<file path="config.mk">
export PLATFORM = sky130hd
export DESIGN_NAME = branch_resolver
export DESIGN_NICKNAME = d
export VERILOG_FILES = /design/src/rtl/riscv_pkg.sv /design/src/rtl/bht.sv /design/src/rtl/branch_resolver.sv
export SDC_FILE = /design/constraint.sdc
export NUM_CORES = 1
export LEC_CHECK = 0
export ABC_AREA = 1
export CORE_MARGIN = 4
export CORE_UTILIZATION = 30
export DETAILED_ROUTE_END_ITERATION = 7
export REMOVE_ABC_BUFFERS = 1
export SLEW_MARGIN = 20
export SYNTH_ARGS = -nofsm -noshare
export SYNTH_HDL_FRONTEND = slang
export SYNTH_HIERARCHICAL = 1
export SYNTH_SLANG_ARGS = --single-unit
</file>
<file path="constraint.sdc">
create_clock -name clk -period 2.4 [get_ports clk]
set_input_delay 0.36 -clock clk [delete_from_list [all_inputs] [get_ports clk]]
set_output_delay 0.36 -clock clk [all_outputs]
set_load 0.03 [all_outputs]
</file>
<file path="src/rtl/riscv_pkg.sv">
// ---------------------------------------------------------------------------
// riscv_pkg
// Shared definitions for branch resolution in the EX stage:
//   - funct3 encodings of the conditional branch instructions
//   - 2-bit saturating counter states used by the branch history table
//   - helper functions for the taken/legal decode and counter update
// ---------------------------------------------------------------------------
package riscv_pkg;

    // funct3 encodings of the B-type conditional branches
    localparam logic [2:0] F3_BEQ  = 3'b000;
    localparam logic [2:0] F3_BNE  = 3'b001;
    localparam logic [2:0] F3_BLT  = 3'b100;
    localparam logic [2:0] F3_BGE  = 3'b101;
    localparam logic [2:0] F3_BLTU = 3'b110;
    localparam logic [2:0] F3_BGEU = 3'b111;

    // Branch history counter states; bit [1] is the prediction
    typedef enum logic [1:0] {
        SNT = 2'b00,   // strong not-taken
        WNT = 2'b01,   // weak not-taken
        WT  = 2'b10,   // weak taken
        ST  = 2'b11    // strong taken
    } bht_state_e;

    // Outcome of decoding one branch against the comparator flags
    typedef struct packed {
        logic legal;   // funct3 names a real conditional branch
        logic taken;   // branch condition holds (0 when not legal)
    } br_decision_t;

    // Decide taken/not-taken from funct3 and the comparator flags.
    // The signed/unsigned distinction lives in the comparator itself, so
    // BLT/BLTU and BGE/BGEU share the same flag usage here.
    function automatic br_decision_t decide_branch(
        input logic [2:0] funct3,
        input logic       eq,
        input logic       lt
    );
        br_decision_t d;
        d.legal = 1'b1;
        d.taken = 1'b0;
        case (funct3)
            F3_BEQ:  d.taken = eq;
            F3_BNE:  d.taken = ~eq;
            F3_BLT:  d.taken = lt;
            F3_BGE:  d.taken = ~lt;
            F3_BLTU: d.taken = lt;
            F3_BGEU: d.taken = ~lt;
            default: begin
                // 010/011 are not branches: never taken, never counted
                d.legal = 1'b0;
                d.taken = 1'b0;
            end
        endcase
        return d;
    endfunction

    // Saturating 2-bit counter step: towards ST when taken, towards SNT
    // otherwise.
    function automatic bht_state_e bht_next(
        input bht_state_e state,
        input logic       taken
    );
        bht_state_e n;
        n = state;
        case (state)
            SNT:     n = taken ? WNT : SNT;
            WNT:     n = taken ? WT  : SNT;
            WT:      n = taken ? ST  : WNT;
            ST:      n = taken ? ST  : WT;
            default: n = WNT;
        endcase
        return n;
    endfunction

endpackage

</file>
<file path="src/rtl/bht.sv">
// ---------------------------------------------------------------------------
// bht
// Branch history table of 2**BHT_BITS two-bit saturating counters.
//
// Ports:
//   clk, rst_n  : clock (rising edge) and asynchronous active-low reset
//   rd_idx      : lookup index (from the fetch PC)
//   rd_pred     : combinational prediction, counter[1] of rd_idx
//   upd_en      : apply one counter update at the next rising edge
//   upd_idx     : entry to update
//   upd_taken   : resolved direction; increments when 1, decrements when 0
//
// Reset places every entry in weak not-taken. The read port sees the
// registered array only, so a lookup of the entry being updated in the same
// cycle returns the old value (read-before-write).
// ---------------------------------------------------------------------------
module bht
    import riscv_pkg::*;
#(
    parameter int BHT_BITS = 6
) (
    input  logic                clk,
    input  logic                rst_n,
    input  logic [BHT_BITS-1:0] rd_idx,
    output logic                rd_pred,
    input  logic                upd_en,
    input  logic [BHT_BITS-1:0] upd_idx,
    input  logic                upd_taken
);

    localparam int ENTRIES = 1 << BHT_BITS;

    bht_state_e ctr_q [ENTRIES];
    bht_state_e rd_state;

    always_ff @(posedge clk or negedge rst_n) begin
        if (!rst_n) begin
            for (int i = 0; i < ENTRIES; i++) begin
                ctr_q[i] <= WNT;
            end
        end else if (upd_en) begin
            ctr_q[upd_idx] <= bht_next(ctr_q[upd_idx], upd_taken);
        end
    end

    assign rd_state = ctr_q[rd_idx];
    assign rd_pred  = rd_state[1];

endmodule

</file>
<file path="src/rtl/branch_resolver.sv">
// ---------------------------------------------------------------------------
// branch_resolver
// EX-stage conditional branch resolution with BHT training, one-cycle
// flush/redirect on misprediction and saturating performance counters.
//
// Ports:
//   clk, rst_n     : clock (rising edge), asynchronous active-low reset
//   ex_valid       : EX instruction valid
//   ex_is_branch   : EX instruction is a conditional branch
//   ex_funct3      : branch funct3
//   ex_pc          : PC of the EX instruction
//   ex_target      : computed branch target (pc + imm)
//   ex_pred_taken  : prediction made at fetch for this instruction
//   br_eq, br_lt   : comparator flags, valid in the same cycle
//   cmpop          : comparator mode, 0 signed / 1 unsigned (= funct3[1])
//   if_pc          : fetch PC used for the BHT lookup
//   if_pred_taken  : combinational BHT prediction for if_pc
//   flush          : one-cycle squash/redirect pulse
//   redirect_pc    : fetch redirect target, qualified by flush
//   branch_cnt     : number of legal resolved branches (saturating)
//   mispred_cnt    : number of mispredicted branches (saturating)
//
// Handshake: flush acts as a valid strobe for redirect_pc with no ready
// back-pressure; the consumer must take the redirect in the single cycle
// flush is high. redirect_pc holds its last value otherwise and carries no
// meaning while flush is low.
// ---------------------------------------------------------------------------
module branch_resolver
    import riscv_pkg::*;
#(
    parameter int WIDTH     = 32,
    parameter int BHT_BITS  = 6,
    parameter int CNT_WIDTH = 16
) (
    input  logic                 clk,
    input  logic                 rst_n,
    input  logic                 ex_valid,
    input  logic                 ex_is_branch,
    input  logic [2:0]           ex_funct3,
    input  logic [WIDTH-1:0]     ex_pc,
    input  logic [WIDTH-1:0]     ex_target,
    input  logic                 ex_pred_taken,
    input  logic                 br_eq,
    input  logic                 br_lt,
    output logic                 cmpop,
    input  logic [WIDTH-1:0]     if_pc,
    output logic                 if_pred_taken,
    output logic                 flush,
    output logic [WIDTH-1:0]     redirect_pc,
    output logic [CNT_WIDTH-1:0] branch_cnt,
    output logic [CNT_WIDTH-1:0] mispred_cnt
);

    br_decision_t        dec;
    logic                resolve;
    logic                legal_resolve;
    logic                mispred;
    logic [WIDTH-1:0]    fallthrough_pc;
    logic [WIDTH-1:0]    correct_pc;
    logic [BHT_BITS-1:0] if_idx;
    logic [BHT_BITS-1:0] ex_idx;
    logic                unused_if_pc_bits;

    // Comparator mode follows funct3[1]: BLTU/BGEU are the unsigned forms
    assign cmpop = ex_funct3[1];

    assign dec = decide_branch(ex_funct3, br_eq, br_lt);

    // While flush is high the EX slot holds a squashed instruction, so
    // nothing it presents may resolve, train or count.
    assign resolve       = ex_valid & ex_is_branch & ~flush;
    assign legal_resolve = resolve & dec.legal;
    assign mispred       = legal_resolve & (dec.taken != ex_pred_taken);

    // Fall-through address wraps modulo 2**WIDTH
    assign fallthrough_pc = ex_pc + WIDTH'(4);
    assign correct_pc     = dec.taken ? ex_target : fallthrough_pc;

    // Word-aligned PCs: bits [1:0] never select an entry
    assign if_idx = if_pc[BHT_BITS+1:2];
    assign ex_idx = ex_pc[BHT_BITS+1:2];

    assign unused_if_pc_bits = ^{if_pc[WIDTH-1:BHT_BITS+2], if_pc[1:0]};

    bht #(
        .BHT_BITS (BHT_BITS)
    ) u_bht (
        .clk       (clk),
        .rst_n     (rst_n),
        .rd_idx    (if_idx),
        .rd_pred   (if_pred_taken),
        .upd_en    (legal_resolve),
        .upd_idx   (ex_idx),
        .upd_taken (dec.taken)
    );

    // flush is a pure one-cycle pulse: it can never re-arm itself because
    // resolve is masked while it is high.
    always_ff @(posedge clk or negedge rst_n) begin
        if (!rst_n) begin
            flush       <= 1'b0;
            redirect_pc <= '0;
        end else begin
            flush <= mispred;
            if (mispred) begin
                redirect_pc <= correct_pc;
            end
        end
    end

    always_ff @(posedge clk or negedge rst_n) begin
        if (!rst_n) begin
            branch_cnt  <= '0;
            mispred_cnt <= '0;
        end else begin
            if (legal_resolve && (branch_cnt != '1)) begin
                branch_cnt <= branch_cnt + CNT_WIDTH'(1);
            end
            if (mispred && (mispred_cnt != '1)) begin
                mispred_cnt <= mispred_cnt + CNT_WIDTH'(1);
            end
        end
    end

endmodule

</file>
==> results, run 1 <==
- The flow ran to the end, and the final reports show no timing, DRC or antenna violations.
- The iteration count of the initial detailed-routing pass is 5.
- The register-to-register setup slack is 0.38 ns.
- The depth of the CTS H-tree is 4.
- The remaining max-slew budget at the tightest pin is 0.598.
- Counting flops with an async set or reset pin after synthesis yields a share of 1.00.
- Max-cap violations in this run came to 0.
- The routed length per instance is 15.4 um.
- The number of max-slew violations in the final report is 0.
- The largest fanout of any net on the critical path is 3.
- In this run the horizontal extent of the chip is 210 um.
- At the end of the flow, the number of nets in the layout was 2221.
- Timing would allow up to 431 MHz.
- The core footprint is 40100 um^2.
- Once placement finished, the instance area stood at 15000 um^2.
- The worst setup path is of the flip-flop to primary output kind.
- The highest metal layer carrying signal wires in the routed design is met4.
- The signal on the critical path passes through o21ai_0 > o21ai_1 > o211ai_1 > nand3_1 > nand3_1 > nand2_1 > buf_6.
- The startpoint class of the critical path is a flip-flop.
- The final critical-path required period is 2.32 ns.
- Dividing the final minimum period by the clock period gives 0.967.
- 0 antenna diodes ended up in the layout.
- After global routing the overflow that remains totals 0.
- Summed over all nets, the half-perimeter wirelength after detailed placement is 28.9 mm.
- After synthesis, the cell types taking the most area are nand2_1 27%, dfrtp_1 26%, dfstp_2 14%, nand3_1 8.4%, nor2_1 6.6%.
- The largest stage delay on the critical path is 0.42 ns.
- The total wire length after detailed routing is 40.7 mm.
- Once layout is done, the placed cells without fillers occupy 15600 um^2.
- After the first detailed-routing iteration, the DRC count stood at 1063.
- The first-pass GRT wire length is 65.2 mm.
- Compared with the post-synthesis result, the final layout area differs by 27.1%.
- The critical path crosses 7 cells after its start point.
- After detailed routing, the met3 layer carries 2.87 mm of wire.
- The via count of the first global-routing pass was 12133.
- The cell area that synthesis handed to floorplanning was 12300 um^2.
- The buffer and inverter count on the worst path is 1.
- Clock tree synthesis selected as its root buffer the cell clkbuf_16.
- For this run, the leading register cell type out of synthesis is dfrtp_1.
- The total routing resource utilization after global routing is 0.182.
- Setup repair after global routing left no endpoint under its margin.
- The count of port buffers added during placement is 146.
- The TritonCTS sink count is 193.
- Using the TritonRoute via totals, the vias-per-cell ratio works out to 4.81.
- The cell with the largest stage delay on the worst path is dfrtp_1.
- The worst register-to-register path ends at u_bht/ctr_q[77].
- The initialized floorplan defines 73 standard-cell rows.
- The number of hold violations in the final report was 0.
- STA puts the critical path data required time at 2.04 ns.
- The number of ports placed on the die boundary is 173.
- The final standard cell utilization of the core is 0.390.
- The worst register-to-register path begins at u_bht/ctr_q[79].
- TritonCTS built the clock tree.
- The count of flip-flops with a built-in enable after synthesis is 0.
- The critical path's most frequent cell is nand3_1.
- The dominant cell type by area after synthesis is nand2_1.
- The count of nets left with antenna violations once routing finished came out at 0.
- The routed design uses 18.5 mm of met2 wire.
- At the pin with the least slew margin, the transition time is 0.602 ns.
- Hold is met by 0.467 ns.
- The arrival time at the worst endpoint is 1.96 ns.
- The worst-case IR drop observed on VDD is 481 uV.
- The class of the most critical hold timing path is flip-flop to flip-flop.
- The share of layout cells above drive strength 1 is 0.0998.
- The critical path ends at if_pred_taken.
- The number of distinct standard cells referenced by the synthesized netlist is 34.
- The fill cell total of the finished layout is 4273.
- The ratio of total power to cell area is 603 nW/um^2.
- The die covers 44300 um^2.
- After detailed routing, the number of remaining DRC violations is 0.
- The number of storage elements in the synthesis netlist is 193.
- In this run, CTS created clock tree buffers numbering 17.
- The clock reaches the later pin of the worst-skew pair after 0.45 ns.
- In this run the worst setup path begins at u_bht/ctr_q[63].
- The share of synthesized area in the top cell type comes to 0.269.
- The detailed-route via count is 12747.
- The number of antenna violations at the first check in global routing was 0.
- For this run, the register share of the synthesized area comes to 0.399.
- The per-instance average area after synthesis is 6.38 um^2.
- The vertical die dimension is 210 um.
- The clock slew at the register clock pins of the worst setup and hold paths is 0.07 ns.
- In the final timing run, aggregate negative setup slack is 0 ns.
- The number of warning messages in the yosys log is 6.
- In this run the static leakage power is 7.57 nW.
- The clock tree buffer depth is 2.
- Routability-driven placement finished with a final weighted congestion of 0.904.
- The depth of the most critical reg-to-reg path is 11.
- Setup violations remaining at the end of the flow were counted as 0.
- The detailed-route wire length on metal 1 is 18.6 mm.
- Entering global routing, the biggest net connects 68 pins.
- The cell type group with the largest total delay on the critical path is compound AO/OA/AOI/OAI gates.
- Synthesis handed over a netlist of 1927 instances.
- The initial standard-cell utilization of the core is 0.307.
- The endpoint class of the critical path is a primary output.
- Clock skew on the completed layout was measured at 0.00945 ns.
==> repair_timing <==
action                     CTS  global route
gates cloned                 0             0
hold endpoints to repair    42             0
gates resized for setup      4             7
setup endpoints to repair    1             7
buffers inserted             0             1
hold buffers                 1             0
pin swaps                    0             4
==> state kept, by name, indices dropped and copies added, names as in the netlist <==
signal       cells
u_bht/ctr_q    128
redirect_pc     32
branch_cnt      16
mispred_cnt     16
flush            1
==> worst register-to-register path, stage by stage (launching register included) <==
cell and delay (ns):
dfrtp_1 0.40, or2_1 0.21, nand3_1 0.07, nand2_1 0.06, o21ai_1 0.21, nand2_1 0.08
nor2_1 0.16, nand3b_1 0.19, buf_4 0.22, buf_12 0.16, nand3_1 0.11, nand2_1 0.05
==> power breakdown <==
part           switching, mW  leakage [nW]  internal, mW
clock network           1.34         0.311          1.81
logic                   1.49          4.86         0.966
registers              0.231          2.40          3.59
==> cell type report <==
cell class	instances	area, um^2	area share
multi-input combinational	1485	6310	0.403
sequential	193	4910	0.314
timing repair buffer	244	2480	0.159
tap	525	657	0.0420
inverter	171	642	0.0411
clock buffer	20	457	0.0292
clock inverter	12	178	0.0114
==> worst min-delay path by stage <==
stage,endpoint,slack (ns),depth (start not counted),from
2_1_floorplan,branch_cnt[0],0.06,0,rst_n
3_3_place_gp,branch_cnt[10],0.42,1,rst_n
3_5_place_dp,branch_cnt[3],0.42,1,rst_n
4_1_cts,u_bht/ctr_q[114],0.47,2,u_bht/ctr_q[114]
5_1_grt,u_bht/ctr_q[118],0.48,2,u_bht/ctr_q[118]
6_report,u_bht/ctr_q[114],0.47,2,u_bht/ctr_q[114]
==> through the flow <==
step | power [mW] | std cells | setup WS, ns
after CTS | 9.54 | 2649 | 0.0611
after detailed placement | 6.34 | 2616 | -0.314
final | 9.43 | 2650 | 0.0793
after global routing | 9.91 | 2650 | 0.000352
after floorplan | 5.04 | 1849 | -1.90
after global placement | 6.32 | 2616 | -0.275
==> placed cells by master (no fill, tap or decap), types with 2 or more instances in the layout <==
cell             Yosys  final
clkbuf_8             0      3
nand4_1              7      7
xor2_1               8      8
o21ai_1              7      9
clkinv_2             0      3
o21ai_0             59     57
nand3b_1             4      4
dfstp_2             64     64
buf_12               0     22
o22ai_1              4      4
nor2_1             215    215
nand2_1            882    881
nor2_2               4      4
o221ai_1             4      4
clkdlybuf4s50_1      0    140
clkbuf_16            0     17
bufinv_16            0      4
inv_1              166    165
buf_6                6      3
nor3_1              25     25
dfrtp_1            129    129
inv_6                0      3
xnor2_1             18     18
buf_4               14     73
nand3_2              2      2
inv_2                4      5
o211ai_1            15     15
nand3_1            206    206
or2_1                4      4
ha_1                 3      3
a21oi_1              8      8
o21bai_1             2      2
nand2_2              4      5
==> cells in the mapped netlist, types with 14 or more instances <==
cell and n:
nand2_1 882, o211ai_1 15, clkbuf_1 14, dfrtp_1 129, nor3_1 25, buf_2 40, nand3_1 206, xnor2_1 18
dfstp_2 64, buf_4 14, inv_1 166, o21ai_0 59, nor2_1 215
==> per-layer routing <==
metal / up-vias / GRT usage
met5: - / 0
met4: 0 / 0.0436
met3: 42 / 0.0324
met2: 428 / 0.291
met1: 5930 / 0.257
li1: 6347 / -
==> cell families after synthesis <==
family,share of synthesized area
flip-flops,0.399
AND/OR/NAND/NOR,0.444
buffers and inverters,0.0880
AO/OA/AOI/OAI,0.0468
XOR/XNOR,0.0185
adder cells (fa/ha/maj),0.00305
No activity file was read; power rests on OpenSTA's default activity.
==> inputs of run 2 (changes only) <==
--- a/config.mk
+++ b/config.mk
@@ -8,6 +8,7 @@
 export ABC_AREA = 1
 export CORE_MARGIN = 4
 export CORE_UTILIZATION = 30
+export CTS_CLUSTER_SIZE = 40
 export DETAILED_ROUTE_END_ITERATION = 7
 export REMOVE_ABC_BUFFERS = 1
 export SLEW_MARGIN = 20
==> results of run 2 <==
Same layout as run 1: the final DEF is identical, and so are final timing and power.
==> inputs of run 3 (changes only) <==
==> constraint.sdc (replaced) <==
create_clock -name clk -period 1.9 [get_ports clk]
set_input_delay 0.285 -clock clk [delete_from_list [all_inputs] [get_ports clk]]
set_output_delay 0.285 -clock clk [all_outputs]
set_load 0.03 [all_outputs]
==> run 3 against run 2 <==
The run now ends with negative setup slack left. Power is 34% higher. Largest cell class unchanged. Cell area increased by 15%. Combinational power grew 57%. Global-route usage rose by 2.5 points. Flip-flop and latch count unchanged. Setup slack got worse by 0.36 ns.
==> results, run 3 (synthesis results as in run 1) <==
- The pin count of the biggest net entering global routing is 54 (was 68).
- The startpoint class of the critical path was a flip-flop (unchanged).
- The checks that failed: negative setup slack.
- The capture instance of the worst register-to-register path is u_bht/ctr_q[29] (was u_bht/ctr_q[77]).
- Commonest cells after routing, fill and taps aside: 859 x nand2_1, 203 x nor2_1, 163 x inv_1 (was 881 x nand2_1, 215 x nor2_1, 206 x nand3_1).
- The total wire length after detailed routing is 46.8 mm (was 40.7 mm).
- The clock insertion delay at the later pin of the skew report is 0.46 ns (was 0.45 ns).
- The first-pass GRT wire length is 73.5 mm (was 65.2 mm).
- The worst setup skew after layout is 0.0139 ns (was 0.00945 ns).
- The final estimated routing congestion in global placement came to 0.927 (was 0.904).
- The antenna diode count is 0 (unchanged).
- The depth of the most critical reg-to-reg path is 15 (was 11).
- The standard cell area after detailed placement is 15600 um^2 (was 15000 um^2).
- Derived from the worst setup path, the maximum achievable clock frequency is 459 MHz.
- The number of ports placed on the die boundary is 173 (unchanged).
- The data required time of the worst path is 1.62 ns (was 2.04 ns).
- The register-to-register setup slack is -0.22 ns (was 0.38 ns).
- The die span in x is 210 um (unchanged).
- The finished layout cell area is 17900 um^2 (was 15600 um^2).
- The die footprint is 44300 um^2 (unchanged).
- The estimated wirelength of the detail-placed design is 31.3 mm (was 28.9 mm).
- The number of max-slew violations in the final report came to 0 (unchanged).
- The standby leakage power is 8.55 nW (was 7.57 nW).
- The clock slew at the register clock pins of the worst setup and hold paths was 0.08 ns (was 0.07 ns).
- The post-layout worst setup margin is -0.278 ns (was 0.0793 ns).
- The TritonCTS clock tree is built (unchanged).
- The transition time of the tightest slew-check pin is 0.579 ns (was 0.602 ns).
- The max-cap check violation count is 0 (unchanged).
- The clock tree buffer depth is 2 (unchanged).
- The arrival time at the worst endpoint came to 1.89 ns (was 1.96 ns).
- The layout net count was 2325 (was 2221).
- The number of setup violations in the final report is 129 (was 0).
- The remaining max-slew budget at the tightest pin is 0.614 (was 0.598).
- The number of hold violations in the final report is 0 (unchanged).
- The depth of the CTS H-tree is 4 (unchanged).
- The vertical die dimension came to 210 um (unchanged).
- Unrepaired setup endpoints after global routing: yes (was no).
- The total grt overflow is 0 (unchanged).
- The ratio of total power to cell area is 705 nW/um^2 (was 603 nW/um^2).
- The initial standard-cell utilization of the core is 0.307 (unchanged).
- The final standard cell utilization of the core is 0.447 (was 0.390).
- The detailed-route via count is 13796 (was 12747).
- The commonest non-fill, non-tap cell in the layout is nand2_1 (unchanged).
- The clock buffer count from CTS came to 17 (unchanged).
- The total chip power was 12.6 mW (was 9.43 mW).
- The class of the most critical hold timing path was input port to asynchronous set/reset pin (was flip-flop to flip-flop).
- The classification of the worst setup path is flip-flop to primary output (unchanged).
- The total routing resource utilization after global routing is 0.207 (was 0.182).
- The ratio of final minimum period to clock period is 1.15.
- The register with the most flip-flops is u_bht/ctr_q (unchanged).
- The detailed-route vias per instance is 5.01 (was 4.81).
- The number of antenna violations at the first check in global routing is 1 (was 0).
- The flip-flop count of the largest register, all copies and words added is 128 (unchanged).
- The via count of the first global-routing pass is 13662 (was 12133).
- The routed length per instance is 17.0 um (was 15.4 um).
- The number of nets with antenna violations after routing was 0 (unchanged).
- The peak ir drop on the vdd network is 539 uV (was 481 uV).
- The endpoint class of the critical path is a primary output (unchanged).
- The worst hold slack came to 0.390 ns (was 0.467 ns).
- The area added between synthesis and finish is 45.9% (was 27.1%).
- The TritonCTS sink count is 193 (unchanged).
- Counting I/O delays and the setup requirement, the final critical path takes 2.18 ns.
- The share of layout cells above drive strength 1 is 0.217 (was 0.0998).
- Biggest regs: u_bht/ctr_q x128, redirect_pc x32 (unchanged).
- The first-iteration detailed-routing DRC count is 1272 (was 1063).
- The largest fanout of any net on the critical path is 2 (was 3).
- The iteration count of the initial detailed-routing pass is 5 (unchanged).
- The residual DRC count was 0 (unchanged).
- The count of port buffers added during placement is 146 (unchanged).
- The critical register-to-register path startpoint is u_bht/ctr_q[81] (was u_bht/ctr_q[79]).
- Run status: complete, but fails checks (was completed).
- The row count is 73 (unchanged).
- The core footprint came to 40100 um^2 (unchanged).
- The CTS root buffer is clkbuf_16 (unchanged).
-- run 3: final cells by class --
type | count | area (um^2)
fill | 3973 | 22200
multi-input combinational | 1487 | 7250
sequential | 193 | 4910
timing repair buffer | 346 | 3860
tap | 525 | 657
inverter | 171 | 642
clock buffer | 19 | 443
clock inverter | 13 | 175
-- run 3: worst max-delay path by stage --
| stage | from | to |
|---|---|---|
| 2_1_floorplan | ex_pc[2] | u_bht/ctr_q[101] |
| 4_1_cts | u_bht/ctr_q[93] | if_pred_taken |
| 5_1_grt | u_bht/ctr_q[93] | if_pred_taken |
| 3_5_place_dp | ex_pc[3] | u_bht/ctr_q[29] |
| 3_3_place_gp | ex_pc[4] | u_bht/ctr_q[109] |
| 6_report | u_bht/ctr_q[93] | if_pred_taken |
-- run 3: timing repair --
item                                    CTS  global route
hold buffers                              1             0
gates resized for setup                 214            73
pin swaps                                98           133
endpoints found under the hold margin    26             0
buffers inserted                         19             1
gates cloned                             25             3
endpoints found under the setup margin  155           138
-- run 3: routing by layer --
layer  track usage  part of all wire
met2         0.343              0.47
met5             0           0.00015
met1         0.270              0.42
met3        0.0411             0.076
met4        0.0742             0.033
-- run 3: power breakdown --
| part | total, mW | internal [mW] | switching [mW] |
|---|---|---|---|
| combinational | 3.87 | 1.64 | 2.22 |
| sequential | 4.83 | 4.54 | 0.299 |
| clock | 3.94 | 2.13 | 1.80 |
| total | 12.6 | 8.31 | 4.33 |
-- run 3: critical path: stages (launching register included) --
cell	delay (ns)
dfrtp_1	0.42
inv_2	0.08
a21oi_2	0.05
o21ai_1	0.06
o21ai_1	0.07
o211ai_1	0.29
o211ai_1	0.14
nand3b_1	0.12
nand2_2	0.07
buf_6	0.14
-- run 3: metrics by stage --
step / worst slack, ns / cells / TNS, ns
after floorplan: -2.32 / 1849 / -295.17
after global placement: -0.569 / 2688 / -79.58
after detailed placement: -0.606 / 2688 / -85.60
after CTS: -0.305 / 2762 / -12.94
after global routing: -0.426 / 2754 / -38.81
final: -0.278 / 2754 / -20.12
